**config.mk**
```make
export PLATFORM = sky130hd
export DESIGN_NAME = pe_result_writer
export DESIGN_NICKNAME = d
export VERILOG_FILES = /design/src/rtl/winocnn_pkg.sv /design/src/rtl/result_tile_fifo.sv /design/src/rtl/pe_result_writer.sv
export SDC_FILE = /design/constraint.sdc
export NUM_CORES = 2
export LEC_CHECK = 0
export CORE_ASPECT_RATIO = 1.2
export CORE_UTILIZATION = 53
export CTS_CLUSTER_SIZE = 25
export DETAILED_ROUTE_END_ITERATION = 6
export GPL_ROUTABILITY_DRIVEN = 0
export HOLD_SLACK_MARGIN = 0.12
export PLACE_DENSITY = 0.77
export SLEW_MARGIN = 0
export SYNTH_ARGS = -nofsm -noshare
export SYNTH_HDL_FRONTEND = slang
export SYNTH_SLANG_ARGS = --single-unit
```
**constraint.sdc**
```tcl
create_clock -name clk -period 27.3 [get_ports clk]
set_input_delay 5.46 -clock clk [delete_from_list [all_inputs] [get_ports clk]]
set_output_delay 5.46 -clock clk [all_outputs]
set_load 0.05 [all_outputs]
```
**src/rtl/winocnn_pkg.sv**
```systemverilog
// Shared types for the Winograd CNN result path: tile layout, result packet and writer FSM states.
package winocnn_pkg;

   localparam int WINO_DATA_W = 16;
   localparam int WINO_IDX_W  = 9;
   localparam int WINO_OD_W   = 8;

   typedef logic signed [WINO_DATA_W-1:0] elem_t;
   typedef elem_t [5:0][5:0]              tile6_t;

   typedef enum logic {
      SIZE_6X6 = 1'b0,
      SIZE_4X4 = 1'b1
   } size_type_e;

   typedef struct packed {
      tile6_t                 tile;
      size_type_e             size_type;
      logic [WINO_OD_W-1:0]   od;
      logic [WINO_IDX_W-1:0]  x;
      logic [WINO_IDX_W-1:0]  y;
      logic                   first;
   } result_pkt_t;

   typedef enum logic [2:0] {
      ST_IDLE = 3'd0,
      ST_LOAD = 3'd1,
      ST_ELEM = 3'd2,
      ST_RD   = 3'd3,
      ST_WB   = 3'd4
   } wr_state_e;

endpackage

```
**src/rtl/result_tile_fifo.sv**
```systemverilog
// Small synchronous FIFO of result packets buffering tiles ahead of the serializing writer.
module result_tile_fifo
   import winocnn_pkg::*;
#(
   parameter int FIFO_DEPTH = 2
) (
   input  logic        clk,
   input  logic        reset,
   input  logic        i_push,
   input  result_pkt_t i_data,
   input  logic        i_pop,
   output result_pkt_t o_data,
   output logic        o_full,
   output logic        o_empty
);

   localparam int PTR_W = $clog2(FIFO_DEPTH);

   result_pkt_t      r_mem [FIFO_DEPTH];
   logic [PTR_W-1:0] r_wptr;
   logic [PTR_W-1:0] r_rptr;
   logic [PTR_W:0]   r_count;

   always_ff @(posedge clk or posedge reset) begin
      if (reset) begin
         r_wptr  <= '0;
         r_rptr  <= '0;
         r_count <= '0;
      end else begin
         if (i_push) r_wptr <= r_wptr + PTR_W'(1);
         if (i_pop)  r_rptr <= r_rptr + PTR_W'(1);
         if (i_push && !i_pop)
            r_count <= r_count + (PTR_W+1)'(1);
         else if (i_pop && !i_push)
            r_count <= r_count - (PTR_W+1)'(1);
      end
   end

   // storage carries data only, so it is left out of reset
   always_ff @(posedge clk) begin
      if (i_push) r_mem[r_wptr] <= i_data;
   end

   assign o_data  = r_mem[r_rptr];
   assign o_full  = (r_count == (PTR_W+1)'(FIFO_DEPTH));
   assign o_empty = (r_count == '0);

endmodule

```
**src/rtl/pe_result_writer.sv**
```systemverilog
// Serializes Winograd result tiles into single-element OFM SRAM writes (overwrite or read-modify-write
// accumulate), clipping to the HxW map. Define WRITER_SAT_EN for a saturating accumulate.
module pe_result_writer
   import winocnn_pkg::*;
#(
   parameter int DATA_W     = WINO_DATA_W,
   parameter int IDX_W      = WINO_IDX_W,
   parameter int OD_W       = WINO_OD_W,
   parameter int ADDR_W     = 24,
   parameter int FIFO_DEPTH = 2
) (
   input  logic              clk,
   input  logic              reset,
   input  tile6_t            tile_i,
   input  logic              tile_valid_i,
   output logic              tile_ready_o,
   input  logic              tile_size_type_i,
   input  logic [OD_W-1:0]   tile_od_i,
   input  logic [IDX_W-1:0]  tile_x_i,
   input  logic [IDX_W-1:0]  tile_y_i,
   input  logic              tile_first_i,
   input  logic [IDX_W:0]    cfg_h_i,
   input  logic [IDX_W:0]    cfg_w_i,
   output logic [ADDR_W-1:0] mem_addr_o,
   output logic              mem_we_o,
   output logic [DATA_W-1:0] mem_wdata_o,
   output logic              mem_re_o,
   input  logic [DATA_W-1:0] mem_rdata_i,
   output logic              busy_o,
   output logic [15:0]       tiles_done_o
);

   wr_state_e                r_state;
   wr_state_e                w_state_nxt;
   result_pkt_t              r_pkt;
   logic [2:0]               r_i;
   logic [2:0]               r_j;
   logic signed [DATA_W-1:0] r_rdata;
   logic [15:0]              r_tiles_done;

   result_pkt_t              w_push_pkt;
   result_pkt_t              w_head;
   logic                     w_push;
   logic                     w_pop;
   logic                     w_full;
   logic                     w_empty;
   logic                     w_advance;
   logic                     w_last;
   logic [2:0]               w_last_idx;
   logic [IDX_W:0]           w_row;
   logic [IDX_W:0]           w_col;
   logic                     w_clip;
   logic [ADDR_W-1:0]        w_addr;
   logic signed [DATA_W-1:0] w_elem;

   function automatic logic signed [DATA_W-1:0] acc_sum(
      input logic signed [DATA_W-1:0] a,
      input logic signed [DATA_W-1:0] b
   );
`ifdef WRITER_SAT_EN
      logic signed [DATA_W:0] s;
      s = (DATA_W+1)'(a) + (DATA_W+1)'(b);
      // the two top bits disagree only when the sum left the DATA_W range
      if (s[DATA_W] != s[DATA_W-1])
         return s[DATA_W] ? {1'b1, {(DATA_W-1){1'b0}}} : {1'b0, {(DATA_W-1){1'b1}}};
      return s[DATA_W-1:0];
`else
      return a + b;
`endif
   endfunction

   always_comb begin
      w_push_pkt           = '0;
      w_push_pkt.tile      = tile_i;
      w_push_pkt.size_type = size_type_e'(tile_size_type_i);
      w_push_pkt.od        = tile_od_i;
      w_push_pkt.x         = tile_x_i;
      w_push_pkt.y         = tile_y_i;
      w_push_pkt.first     = tile_first_i;
   end

   assign w_push = tile_valid_i && !w_full;

   result_tile_fifo #(
      .FIFO_DEPTH (FIFO_DEPTH)
   ) u_fifo (
      .clk     (clk),
      .reset   (reset),
      .i_push  (w_push),
      .i_data  (w_push_pkt),
      .i_pop   (w_pop),
      .o_data  (w_head),
      .o_full  (w_full),
      .o_empty (w_empty)
   );

   assign w_last_idx = (r_pkt.size_type == SIZE_4X4) ? 3'd3 : 3'd5;
   assign w_last     = (r_i == w_last_idx) && (r_j == w_last_idx);
   assign w_row      = (IDX_W+1)'(r_pkt.x) + (IDX_W+1)'(r_i);
   assign w_col      = (IDX_W+1)'(r_pkt.y) + (IDX_W+1)'(r_j);
   assign w_clip     = (w_row >= cfg_h_i) || (w_col >= cfg_w_i);
   assign w_elem     = r_pkt.tile[r_i][r_j];
   assign w_addr     = ADDR_W'(r_pkt.od) * ADDR_W'(cfg_h_i) * ADDR_W'(cfg_w_i)
                     + ADDR_W'(w_row) * ADDR_W'(cfg_w_i) + ADDR_W'(w_col);

   always_ff @(posedge clk or posedge reset) begin
      if (reset) r_state <= ST_IDLE;
      else       r_state <= w_state_nxt;
   end

   always_comb begin
      w_state_nxt = r_state;
      w_pop       = 1'b0;
      w_advance   = 1'b0;
      mem_we_o    = 1'b0;
      mem_re_o    = 1'b0;
      mem_addr_o  = '0;
      mem_wdata_o = '0;
      case (r_state)
         ST_IDLE: begin
            if (!w_empty) w_state_nxt = ST_LOAD;
         end
         ST_LOAD: begin
            w_pop       = 1'b1;
            w_state_nxt = ST_ELEM;
         end
         ST_ELEM: begin
            if (w_clip) begin
               w_advance = 1'b1;
            end else if (r_pkt.first) begin
               mem_we_o    = 1'b1;
               mem_addr_o  = w_addr;
               mem_wdata_o = w_elem;
               w_advance   = 1'b1;
            end else begin
               mem_re_o    = 1'b1;
               mem_addr_o  = w_addr;
               w_state_nxt = ST_RD;
            end
         end
         ST_RD: begin
            w_state_nxt = ST_WB;
         end
         ST_WB: begin
            mem_we_o    = 1'b1;
            mem_addr_o  = w_addr;
            mem_wdata_o = acc_sum(r_rdata, w_elem);
            w_advance   = 1'b1;
            w_state_nxt = ST_ELEM;
         end
         default: w_state_nxt = ST_IDLE;
      endcase
      if (w_advance && w_last)
         w_state_nxt = w_empty ? ST_IDLE : ST_LOAD;
   end

   always_ff @(posedge clk or posedge reset) begin
      if (reset) begin
         r_i          <= '0;
         r_j          <= '0;
         r_tiles_done <= '0;
      end else if (w_pop) begin
         r_i <= '0;
         r_j <= '0;
      end else if (w_advance) begin
         if (r_j == w_last_idx) begin
            r_j <= '0;
            r_i <= r_i + 3'd1;
         end else begin
            r_j <= r_j + 3'd1;
         end
         if (w_last) r_tiles_done <= r_tiles_done + 16'd1;
      end
   end

   always_ff @(posedge clk) begin
      if (w_pop)              r_pkt   <= w_head;
      if (r_state == ST_RD)   r_rdata <= mem_rdata_i;
   end

   assign tile_ready_o = !w_full;
   assign busy_o       = !w_empty || (r_state != ST_IDLE);
   assign tiles_done_o = r_tiles_done;

endmodule

```
==> reports/summary.txt <==
Routed Antenna Nets -> 0
xor-xnor portion of the synthesized cell area -> 0.986%
Syn Inst Count -> 4,566
row count -> 157
first-pass GRT wire length -> 296 mm
total wire length -> 206 mm
status -> completed
Mapped Avg Cell Area -> 17.9 um2
compound-cell area share of the yosys netlist -> 1.79%
Fillers -> 10,400
WS Path Type -> in -> out
Top FF cell, synth -> edfxtp_1
# DRC -> 0
RR Startpoint -> r_j[0]
P&R area growth vs syn -> 18.5%
Final min period -> 23.35 ns
Initial DRT Pass Iterations -> 5
CTS root buffer -> clkbuf_16
final worst path period share -> 85.5%
ys async rst share -> 1.56%
CP max FO -> 18
Final Hold Vio Count -> 0
Starting Density -> 53.5%
WL/cell -> 27.5 um
#FFs+latches synth -> 1,857
post-cts gate resize count -> 0
H-Tree Depth -> 4
total gr overflow -> 0
clk buf depth -> 3
number of global-route vias before repair -> 45,200
maximum clock rate -> 0.0428 GHz
Setup violations, final -> 0
CP max stage cell -> clkdlybuf4s50_1
synthesized cell area -> 81,700 um2
IO buf count -> 702
Post-CTS Repair Setup Buffers -> 0
Final Slew Violations -> 0
die area -> 156,000 um2
hold_sp -> u_fifo.r_mem[0][536]
CP most frequent cell -> fa_1
die width -> 360 um
largest family of logic cells by synthesized area -> multiplexers
Worst Hold Class -> reg -> reg
simple-gate share of the synthesized area -> 3.56%
total global routing track utilization -> 26.6%
clock latency at the later pin of the worst-skew pair -> 0.83 ns
routed vias -> 43,000
# hold bufs at CTS -> 0
max incr delay on CP -> 1.02 ns
r2r worst-path depth -> 15
Die Height -> 432 um
Reg clk slew, reported paths -> 0.06 ns
I/O pin cnt -> 703
1st-iter DRT viols -> 4,084
Max-Cap Viols -> 0
pin count of the biggest net entering global routing -> 172
register area share after synthesis -> 68.1%
Synthesized Nets -> 5,683
Data required, critical path -> 21.84 ns
WHS -> 0.506 ns
CTS buffer count -> 175
layout cells sized above 1 -> 20.0%
fin nets -> 6,454
Cell variety after synth -> 67
Post-synth EDFFs -> 1,828
CP Data Arrival Time -> 17.89 ns
vias per cell -> 5.74
initial antenna violation count -> 59
Worst Skew -> 0.0443 ns
Multi-input gate area -> 24,000 um2
core area -> 153,000 um2
unrepaired setup endpoints after global routing -> no
CP Launch Type -> input pin
Setup TNS -> 0 ns
multiplexer area fraction after synthesis -> 13.2%
TritonCTS clock tree -> done
Synth Area in Adders -> 9.83%
DP HPWL -> 145 mm
Sink Count -> 1,857
FF+latch area -> 55,600 um2
CP startpoint -> cfg_h_i[0]
Max-slew headroom -> 13.2%
Worst-Margin Slew -> 1.29 ns
synth warn -> 0
hold depth -> 1
Crit. End Element -> primary output
==> final cells by class <==
type / instances / area share [%]
Tap cell: 1987 / 2.57
Inverter: 386 / 1.50
Timing Repair Buffer: 765 / 7.84
Clock inverter: 93 / 0.932
Antenna cell: 30 / 0.0776
Sequential cell: 1857 / 57.5
Multi-Input combinational cell: 2152 / 24.8
Clock buffer: 224 / 4.79
==> through the flow <==
stage	cell area, um2	std cells	worst slack (ns)	utilization [%]
3_5_place_dp	91200	7147	4.09	59.7
5_1_grt	96800	7485	3.47	63.3
4_1_cts	96700	7464	4.07	63.3
2_1_floorplan	81700	4566	4.98	-
3_3_place_gp	91200	7147	4.32	59.7
6_report	96800	7494	3.95	63.3
==> critical path: cells and delay by family <==
| kind | cells | cell delay [ns] |
|---|---|---|
| buffers and inverters | 12 | 2.33 |
| adders and majority gates | 13 | 6.11 |
| xor gates and xnor gates | 2 | 1.31 |
| AOI/OAI and AO/OA | 6 | 1.39 |
| and+or+nand+nor | 8 | 1.27 |
==> routing by layer <==
layer  wire length (um)  up-vias  GRT usage, %  part of all wire (%)
met1              75100    22200          31.9                    36
met3              16100      412          6.37                   7.8
li1                   -    18600             -                     -
met2             106000     1763          45.9                    51
met5                351        -             0                  0.17
met4               8900       54          11.8                   4.3
==> final timing paths <==
path | end | slack [ns]
worst max-delay path | mem_addr_o[23] | 3.95
worst min-delay path | r_pkt[536] | 0.51
worst max register to register | r_state[0] | 22.02
worst min register to register | r_pkt[536] | 0.51
max in group asynchronous | r_i[1] | 21.84
min in group asynchronous | tiles_done_o[3] | 5.10
==> cell families (layout without fill, tap and decap cells) <==
family / count (synthesis) / in the layout
compound gates: 213 / 213
xor+xnor: 88 / 88
fa+ha+maj: 474 / 474
buf+inv: 557 / 1468
flops: 1857 / 1857
mux: 799 / 799
other cells: 0 / 30
simple gates: 578 / 578
==> cells in the mapped netlist (15+ instances only) <==
cell | count | share of area, %
a32o_1 | 15 | 0.18
a21o_1 | 27 | 0.25
nand2_1 | 184 | 0.85
xnor2_1 | 61 | 0.65
and3_1 | 20 | 0.15
edfxtp_1 | 1828 | 67
clkbuf_1 | 137 | 0.63
a21oi_1 | 74 | 0.45
mux2i_1 | 33 | 0.40
nor3_1 | 21 | 0.13
xor2_1 | 24 | 0.26
fa_1 | 280 | 6.9
dfrtp_1 | 29 | 0.89
ha_1 | 194 | 3.0
and2_1 | 170 | 1.3
buf_2 | 18 | 0.11
nor2_1 | 93 | 0.43
inv_1 | 384 | 1.8
nand3_1 | 24 | 0.15
mux4_2 | 160 | 4.4
mux2_2 | 605 | 8.3
o22ai_1 | 16 | 0.12
==> placed cells by master (no fill, tap or decap), types with 27 or more instances in the layout <==
master / n
edfxtp_1: 1828
clkdlybuf4s50_1: 702
mux2_2: 605
inv_1: 383
fa_1: 280
ha_1: 194
nand2_1: 184
clkbuf_16: 177
and2_1: 170
mux4_2: 160
nor2_1: 90
a21oi_1: 74
xnor2_1: 57
buf_4: 56
clkbuf_1: 44
clkinv_1: 35
mux2i_1: 33
diode_2: 30
clkinv_2: 29
a21o_1: 27
==> state kept, by name, indices dropped and copies added, names as in the netlist, 2 cells and up <==
name            count
r_j                 3
r_rdata            16
r_state             3
u_fifo.r_count      2
u_fifo.r_mem     1208
r_pkt             604
tiles_done_o       16
r_i                 3
Power is not shown: default switching activity piles up to over one toggle a cycle in this logic, so the estimate is an artifact.
